File: config.mk
export PLATFORM = sky130hd
export DESIGN_NAME = img_conv_host_seq
export DESIGN_NICKNAME = d
export VERILOG_FILES = /design/src/rtl/img_conv_pkg.sv /design/src/rtl/img_conv_host_seq_pix_ctr.sv /design/src/rtl/img_conv_host_seq.sv
export SDC_FILE = /design/constraint.sdc
export NUM_CORES = 1
export LEC_CHECK = 0
export ABC_AREA = 1
export CAP_MARGIN = 30
export CORE_ASPECT_RATIO = 1.25
export CORE_MARGIN = 3
export CORE_UTILIZATION = 40
export DETAILED_ROUTE_END_ITERATION = 10
export PLACE_DENSITY = 0.59
export SYNTH_ARGS = -nofsm -noshare
export SYNTH_HDL_FRONTEND = slang
export SYNTH_SLANG_ARGS = --single-unit
File: constraint.sdc
create_clock -name clk -period 6.15 [get_ports clk]
set_input_delay 1.845 -clock clk [delete_from_list [all_inputs] [get_ports clk]]
set_output_delay 1.845 -clock clk [all_outputs]
set_load 0.005 [all_outputs]
File: src/rtl/img_conv_pkg.sv
// img_conv_pkg: SoC command opcodes and host sequencer types.
// Shared by the command responder and the host-side sequencer.
package img_conv_pkg;

  typedef enum logic [3:0] {
    OP_NOP       = 4'd0,
    OP_SET_NROWS = 4'd1,
    OP_SET_NCOLS = 4'd2,
    OP_SET_SIGMA = 4'd3,
    OP_GET_NROWS = 4'd4,
    OP_GET_NCOLS = 4'd5,
    OP_GET_SIGMA = 4'd6,
    OP_IMG_RX    = 4'd7,
    OP_CONV      = 4'd8,
    OP_IMG_TX    = 4'd9
  } opcode_t;

  localparam int HOST_NPIX_W = 16;

  typedef logic [3:0] host_state_t;

  localparam logic [3:0] S_IDLE      = 4'd0;
  localparam logic [3:0] S_SET_ROWS  = 4'd1;
  localparam logic [3:0] S_SET_COLS  = 4'd2;
  localparam logic [3:0] S_SET_SIGMA = 4'd3;
  localparam logic [3:0] S_RX_CMD    = 4'd4;
  localparam logic [3:0] S_RX_WAIT   = 4'd5;
  localparam logic [3:0] S_RX_DATA   = 4'd6;
  localparam logic [3:0] S_CONV_CMD  = 4'd7;
  localparam logic [3:0] S_CONV_WAIT = 4'd8;
  localparam logic [3:0] S_TX_CMD    = 4'd9;
  localparam logic [3:0] S_TX_WAIT   = 4'd10;
  localparam logic [3:0] S_TX_DATA   = 4'd11;
  localparam logic [3:0] S_DONE      = 4'd12;

endpackage

File: src/rtl/img_conv_host_seq_pix_ctr.sv
// img_host_pix_ctr: pixel index counter with final-pixel flag.
// One instance addresses RX reads, another counts TX results.
module img_host_pix_ctr
  import img_conv_pkg::*;
(
  input  logic                   clk,
  input  logic                   rstn,
  input  logic                   clear,
  input  logic                   inc,
  input  logic [HOST_NPIX_W-1:0] n,
  output logic [HOST_NPIX_W-1:0] idx,
  output logic                   last
);

  always_ff @(posedge clk or negedge rstn) begin
    if (!rstn) begin
      idx <= '0;
    end else if (clear) begin
      idx <= '0;
    end else if (inc) begin
      idx <= idx + 1'b1;
    end
  end

  assign last = (idx == n - 1'b1);

endmodule

File: src/rtl/img_conv_host_seq.sv
// img_conv_host_seq: runs one blur job over the SoC command port.
// Define HOST_READBACK_EN to read back and verify each SET value.
module img_conv_host_seq
  import img_conv_pkg::*;
#(
  parameter int RX_SKIP = 1,
  parameter int TX_SKIP = 1
) (
  input  logic        clk,
  input  logic        rstn,
  input  logic        start,
  input  logic [7:0]  cfg_nrows,
  input  logic [7:0]  cfg_ncols,
  input  logic [2:0]  cfg_sigma,
  output logic        seq_busy,
  output logic        done,
  output logic        error,
  output logic        pix_rd_en,
  output logic [15:0] pix_rd_addr,
  input  logic [7:0]  pix_rd_data,
  output logic        pix_out_valid,
  output logic [7:0]  pix_out_data,
  output logic        pix_out_last,
  output logic        conv_en,
  output opcode_t     conv_op,
  output logic [7:0]  conv_din,
  input  logic [7:0]  conv_dout,
  input  logic        conv_busy
);

  host_state_t            state_q;
  logic [2:0]             step_q;
  logic [7:0]             nrows_q;
  logic [7:0]             ncols_q;
  logic [2:0]             sigma_q;
  logic [HOST_NPIX_W-1:0] npix_q;
  logic [7:0]             k_q;
  logic                   seen_q;
  logic                   rd_vld_q;
  logic                   rd_all_q;
  logic [7:0]             din_q;

  logic [HOST_NPIX_W-1:0] rd_idx;
  logic [HOST_NPIX_W-1:0] tx_idx;
  logic                   rd_last;
  logic                   tx_last;
  logic                   tx_full;
  logic                   ctr_clr;
  logic                   in_rx;
  logic                   in_tx;
  logic                   can_issue;
  logic                   rx_go;
  logic                   tx_go;
  logic                   tx_take;

  opcode_t                set_op;
  opcode_t                get_op;
  logic [7:0]             set_val;
  host_state_t            set_nxt;

  assign ctr_clr   = (state_q == S_IDLE);
  assign in_rx     = (state_q == S_RX_WAIT) || (state_q == S_RX_DATA);
  assign in_tx     = (state_q == S_TX_WAIT) || (state_q == S_TX_DATA);
  assign can_issue = !conv_busy && !conv_en;
  assign seq_busy  = (state_q != S_IDLE);

  // k_q is the index of the current busy-high cycle
  assign rx_go = ({1'b0, k_q} + 9'd1) >= 9'(RX_SKIP);
  assign tx_go = ({1'b0, k_q} + 9'd1) > 9'(TX_SKIP);

  assign pix_rd_en   = in_rx && conv_busy && rx_go && !rd_all_q;
  assign pix_rd_addr = rd_idx;
  assign conv_din    = rd_vld_q ? pix_rd_data : din_q;

  assign tx_full = (tx_idx == npix_q);
  assign tx_take = in_tx && conv_busy && tx_go && !tx_full;

  img_host_pix_ctr u_rd_ctr (
    .clk   (clk),
    .rstn  (rstn),
    .clear (ctr_clr),
    .inc   (pix_rd_en),
    .n     (npix_q),
    .idx   (rd_idx),
    .last  (rd_last)
  );

  img_host_pix_ctr u_tx_ctr (
    .clk   (clk),
    .rstn  (rstn),
    .clear (ctr_clr),
    .inc   (tx_take),
    .n     (npix_q),
    .idx   (tx_idx),
    .last  (tx_last)
  );

  always_comb begin
    set_op  = OP_NOP;
    get_op  = OP_NOP;
    set_val = 8'd0;
    set_nxt = S_IDLE;
    case (state_q)
      S_SET_ROWS: begin
        set_op  = OP_SET_NROWS;
        get_op  = OP_GET_NROWS;
        set_val = nrows_q;
        set_nxt = S_SET_COLS;
      end
      S_SET_COLS: begin
        set_op  = OP_SET_NCOLS;
        get_op  = OP_GET_NCOLS;
        set_val = ncols_q;
        set_nxt = S_SET_SIGMA;
      end
      S_SET_SIGMA: begin
        set_op  = OP_SET_SIGMA;
        get_op  = OP_GET_SIGMA;
        set_val = {5'd0, sigma_q};
        set_nxt = S_RX_CMD;
      end
      default: ;
    endcase
  end

  always_ff @(posedge clk or negedge rstn) begin
    if (!rstn) begin
      state_q       <= S_IDLE;
      step_q        <= 3'd0;
      nrows_q       <= 8'd0;
      ncols_q       <= 8'd0;
      sigma_q       <= 3'd0;
      npix_q        <= '0;
      k_q           <= 8'd0;
      seen_q        <= 1'b0;
      rd_vld_q      <= 1'b0;
      rd_all_q      <= 1'b0;
      din_q         <= 8'd0;
      conv_en       <= 1'b0;
      conv_op       <= OP_NOP;
      done          <= 1'b0;
      error         <= 1'b0;
      pix_out_valid <= 1'b0;
      pix_out_data  <= 8'd0;
      pix_out_last  <= 1'b0;
    end else begin
      conv_en       <= 1'b0;
      conv_op       <= OP_NOP;
      done          <= 1'b0;
      pix_out_valid <= 1'b0;
      pix_out_last  <= 1'b0;
      rd_vld_q      <= pix_rd_en;

      if (ctr_clr) begin
        rd_all_q <= 1'b0;
      end else if (pix_rd_en && rd_last) begin
        rd_all_q <= 1'b1;
      end

      if ((in_rx || in_tx) && conv_busy && k_q != 8'hFF) begin
        k_q <= k_q + 8'd1;
      end

      if (tx_take) begin
        pix_out_valid <= 1'b1;
        pix_out_data  <= conv_dout;
        pix_out_last  <= tx_last;
      end

      unique case (state_q)
        S_IDLE: begin
          if (start) begin
            nrows_q <= cfg_nrows;
            ncols_q <= cfg_ncols;
            sigma_q <= cfg_sigma;
            npix_q  <= 16'(cfg_nrows) * 16'(cfg_ncols);
            error   <= 1'b0;
            step_q  <= 3'd0;
            if (cfg_nrows == 8'd0 || cfg_ncols == 8'd0) begin
              error   <= 1'b1;
              state_q <= S_DONE;
            end else begin
              state_q <= S_SET_ROWS;
            end
          end
        end
        S_SET_ROWS, S_SET_COLS, S_SET_SIGMA: begin
          unique case (step_q)
            3'd0: begin
              if (can_issue) begin
                conv_en <= 1'b1;
                conv_op <= set_op;
                din_q   <= set_val;
                step_q  <= 3'd1;
              end
            end
            3'd1: begin
`ifdef HOST_READBACK_EN
              step_q  <= 3'd2;
`else
              step_q  <= 3'd0;
              state_q <= set_nxt;
`endif
            end
            3'd2: begin
              if (can_issue) begin
                conv_en <= 1'b1;
                conv_op <= get_op;
                step_q  <= 3'd3;
              end
            end
            3'd3: step_q <= 3'd4;
            3'd4: begin
              // responder answers the cycle after the GET strobe
              step_q <= 3'd0;
              if (conv_dout != set_val) begin
                error   <= 1'b1;
                state_q <= S_DONE;
              end else begin
                state_q <= set_nxt;
              end
            end
            default: step_q <= 3'd0;
          endcase
        end
        S_RX_CMD: begin
          if (can_issue) begin
            conv_en <= 1'b1;
            conv_op <= OP_IMG_RX;
            din_q   <= 8'd0;
            k_q     <= 8'd0;
            state_q <= S_RX_WAIT;
          end
        end
        S_RX_WAIT: begin
          if (conv_busy) state_q <= S_RX_DATA;
        end
        S_RX_DATA: begin
          if (!conv_busy) begin
            state_q <= S_CONV_CMD;
            // a read still in flight means its pixel missed the window
            if (!rd_all_q || rd_vld_q) error <= 1'b1;
          end
        end
        S_CONV_CMD: begin
          if (can_issue) begin
            conv_en <= 1'b1;
            conv_op <= OP_CONV;
            seen_q  <= 1'b0;
            state_q <= S_CONV_WAIT;
          end
        end
        S_CONV_WAIT: begin
          if (conv_busy) begin
            seen_q <= 1'b1;
          end else if (seen_q) begin
            state_q <= S_TX_CMD;
          end
        end
        S_TX_CMD: begin
          if (can_issue) begin
            conv_en <= 1'b1;
            conv_op <= OP_IMG_TX;
            k_q     <= 8'd0;
            state_q <= S_TX_WAIT;
          end
        end
        S_TX_WAIT: begin
          if (conv_busy) state_q <= S_TX_DATA;
        end
        S_TX_DATA: begin
          if (!conv_busy) state_q <= S_DONE;
        end
        S_DONE: begin
          done    <= 1'b1;
          state_q <= S_IDLE;
        end
        default: state_q <= S_IDLE;
      endcase
    end
  end

endmodule

Yosys cells after proc, flatten, opt, wreduce, memory -nomap -nowiden
Index checks and enable logic that the tools add are counted.
- register bits: 110
- bits of input ports: 39
- word-level logic and storage cells: 169
- add/subtract/negate cells: 5
- multiply operators: 1
- order comparisons: 2
- equal/unequal tests: 40
- mux-type cells: 60
- reductions and logical operators: 41
- operators by type and width (operator ; count):
    $mux W16 ; 4
    $mux W4 ; 16
    $mux W8 ; 7
    $eq A16 B16 Y1 ; 3
    $pmux W4 S10 ; 1
    $add A16 B1 Y16 const B ; 2
    $ne A2 B2 Y1 const B ; 14
    $pmux W3 S3 ; 3
    $pmux W8 S3 ; 1
    $eq A4 B4 Y1 const B ; 5
    $eq A4 B3 Y1 const B ; 4
    $logic_not A8 Y1 ; 2
    $mul A8 B8 Y16 ; 1
    $pmux W4 S2 ; 2
    $pmux W4 S4 ; 1
    $pmux W8 S2 ; 1
    $sub A16 B1 Y16 const B ; 1
    $mux W1 ; 15
    $mux W3 ; 4
    $reduce_bool A2 Y1 ; 6
    $reduce_and A11 Y1 ; 1
    $logic_and A1 B1 Y1 ; 10
    $add A8 B1 Y9 const B ; 1
    $ge A9 B1 Y1 const B ; 1
    28 further kinds ; 43

Depth between registers and ports, before layout
- depth in word-level cells: 8
- gate-level depth with buffers: 21

Hierarchy
From an unflattened synthesis, not the netlist that was laid out.
- cells, all modules: 1383
- area, all modules: 9340.2 um^2
- by module, submodules not included (module ; times used ; cells an instance ; area each (um^2) ; seq. area each (um^2)):
    img_conv_host_seq ; 1 ; 857 ; 6289.8 ; 1951.9
    img_host_pix_ctr (u_rd_ctr) ; 1 ; 271 ; 1545.2 ; 400.4
    img_host_pix_ctr (u_tx_ctr) ; 1 ; 255 ; 1505.2 ; 400.4

Worst setup path before layout
OpenSTA, ideal clock, no wires.
- kind: input to register
- start point: input port cfg_ncols[7]
- end point: register npix_q[12]
- arrival: 5.579 ns
- setup slack: 0.438 ns
- cell stages on the path: 17
- buffers on the path: 1
- cell sequence: clkbuf_1 nand2_1 fa_1 fa_1 inv_1 fa_1 inv_1 fa_1 inv_1 ha_1 nand2_1 inv_1 a21oi_1 o21ai_0 a21oi_1 xor2_1 o21ai_0
- cells in the longest elaborated chain, start to end: 1
- RTL lines (item ; RTL line ; RTL):
    from (decl) ; img_conv_host_seq.sv:13 ; input logic [7:0] cfg_ncols,
    $mul A8 B8 Y16 ; img_conv_host_seq.sv:176 ; npix_q <= 16'(cfg_nrows) * 16'(cfg_ncols);
    to (signal assigned) ; img_conv_host_seq.sv:176 ;
    to (decl) ; img_conv_host_seq.sv:36 ; logic [HOST_NPIX_W-1:0] npix_q;
No other way between the ends.
A chain may end at the register's enable or synchronous reset.

Worst setup path in the final report
- start point: input port cfg_ncols[4]
- end point: register npix_q[12]
The elaborated chain is that of the path after synthesis.

==> flow_summary.toml <==
[sta]
drv_slew = 0
setup_viol = 0
tightest_slew_ps = 864
hold_viol_final = 0
tns_ps = 0
rsz0062_at_grt = "false"
fin_crit_ps = 5730
fmax_ghz = 0.175
post-route-period-util = 0.931
relSlewSlack = 0.424
finClkSkew_ps = 15.8

[clock_network]
clk_latency_ps = 360
cts_max_path_buffers = 2
ctsHoldBuffers = 0
cts_tree = "built"
numCtsBuffers = 9
clk_pin_slew_ps = 80
clkSinkCount = 110
ctsResizeCount = 0
htreeDepth = 3
postCtsSetupRepairBufs = 0
root_buffer = "clkbuf_16"

[synthesis]
ys_types = 44
synth-seq-cells = 110
syn_nets = 1399
synth_top_family_by_area = "simple AND/OR/NAND/NOR gates"
syn_inst = 1283
synth_top_area_frac = 0.299
async_flop_share = 1.00
yosys-mux-area-fraction = 0
yosys.area.top_type = "dfrtp_1"
synth_ff_type = "dfrtp_1"
synth_warnings = 0
yosys-top-cells-area = "dfrtp_1 30%, nand2_1 15%, inv_1 8.4%"
synth_fa_ha_area_frac = 0.134
yosys.area_share.simple = 0.307
netlist_area_mm2 = 0.00920
avgSynthCellArea_um2 = 7.17
synth_edf_count = 0
synth_xor_area_frac = 0.0723
yosysSeqAreaShare = 0.299
synth-compound-area-share = 0.0717

[detailed_routing]
vias = 8143
drtAntennaViolNets = 0
route.detailed.wl_per_inst_um = 13.5
wl_um = 22400
first_pass_iters = 5
drc = 0
viasPerCell = 4.93
drt_iter0_drc = 354

[placement]
portBuffers = 81
placed_cell_area_mm2 = 0.0104
place_congestion = 0.863
dp_hpwl_um = 17800

[floorplan]
num_rows = 61
die_x_um = 142
dieArea_mm2 = 0.0249
start_util = 0.410
core_area_mm2 = 0.0224
io_pins = 82
dieHeight_um = 176

[grt]
antenna_found_initial = 0
grt_usage = 0.187
grt_max_degree = 66
overflow = 0
grt_pass1_wl_um = 38400
grt_pass1_vias = 8188

[min_path]
worstHoldPathType = "flop to flop"
min_from = "ncols_q[6]$_DFFE_PN0P_"
min_path_cells = 2

[power]
p_total_uw = 3850
vdd_ir_drop_max_uv = 177
power_density_mw_per_mm2 = 359
leakage_uw = 0.00560

[critical_path]
reg2reg_from = "state_q[1]$_DFFE_PN0P_"
critPathLaunch = "cfg_ncols[4]"
arrival_ps = 5960
path_max_fanout = 7
path_class = "input pin to flop"
r2r_cells = 9
start_kind = "input pin"
setup.worst_path.end_class = "flop"
cp_data_required_time_ps = 6380

[layout]
fin_area_mm2 = 0.0107
drive_gt1_frac = 0.0730
syn_to_final_growth_pct = 16.7
final_common_cell = "nand2_1"
final_cell_mix = "375 x nand2_1, 207 x inv_1, 110 x dfrtp_1"
antenna_cells = 0
utilization = 0.478
fin_nets = 1481
fillers = 2333

[job]
drv_cap = 0

[outcome]
outcome = "finished, final reports clean"
## cell usage after synthesis (all sizes together), types with 2 or more instances
cell type	instances
clkbuf	28
o21bai	3
xor2	57
nor4	11
a211oi	3
o22ai	10
nand3	96
clkinv	3
nand4	18
inv	218
fa	36
o21ai	69
nand2	381
nor2	91
buf	18
nand3b	12
a21oi	23
nor3	24
dfrtp	110
or2	2
a31oi	3
ha	41
xnor2	19
## through the flow
stage	worst slack [ps]	hold WS, ps	cells
2_1_floorplan	438	442	1283
3_3_place_gp	-1.01	456	1636
3_5_place_dp	13.0	459	1637
4_1_cts	402	479	1653
5_1_grt	129	500	1653
6_report	422	475	1653
## path summary, 6_finish.rpt
kind | to | slack [ps]
setup reg to reg | npix_q[9]$_DFFE_PN0P_ | 3080
setup / recovery | npix_q[12]$_DFFE_PN0P_ | 420
hold / removal | ncols_q[6]$_DFFE_PN0P_ | 470
min in group asynchronous | u_rd_ctr.idx[12]$_DFFE_PN0P_ | 1600
hold reg to reg | ncols_q[6]$_DFFE_PN0P_ | 470
max in group asynchronous | nrows_q[2]$_DFFE_PN0P_ | 3440
## cell families (layout without fill, tap and decap cells)
kind of cell    count (synthesis)  in the layout
buf+inv                       267            354
xor+xnor                       76             76
fa+ha+maj                      77             77
flops                         110            110
compound gates                117            117
simple gates                  636            636
## state kept, by name, indices dropped and copies added, names as in the netlist, 8 cells and up
register / count
nrows_q: 8
npix_q: 16
k_q: 8
u_tx_ctr.idx: 16
din_q: 8
u_rd_ctr.idx: 16
pix_out_data: 8
ncols_q: 8
## routing by layer
metal  vias up  part of all wire  track usage
met1      3826              0.44        0.227
met2       113              0.51        0.345
met3        28             0.026       0.0212
met4         0             0.016       0.0524
li1       4176                 -            -
met5         -                 0            0
## where the power goes
group	total, uW	internal (uW)	switching (uW)
combinational	2080	826	1250
clock	627	326	301
sequential	1150	933	212
total	3850	2080	1770
## cell type report
class,count,area [um^2],area share
Clock inverter,7,88.8,0.00828
Timing Repair Buffer,117,1100,0.102
Multi-Input combinational cell,906,5390,0.502
Tap cell,283,354,0.0330
Clock buffer,9,225,0.0210
Sequential cell,110,2750,0.256
Inverter,221,830,0.0773
## critical path, stage by stage
cell	delay [ps]
clkdlybuf4s50_1	540
buf_4	210
nand2_1	60
inv_1	50
fa_1	560
fa_1	440
fa_1	540
inv_1	50
fa_1	520
inv_1	40
ha_1	360
a21oi_1	200
o21ai_0	150
a21oi_1	170
xor2_1	150
o21ai_0	80
Power figures use the tool's default switching activity.
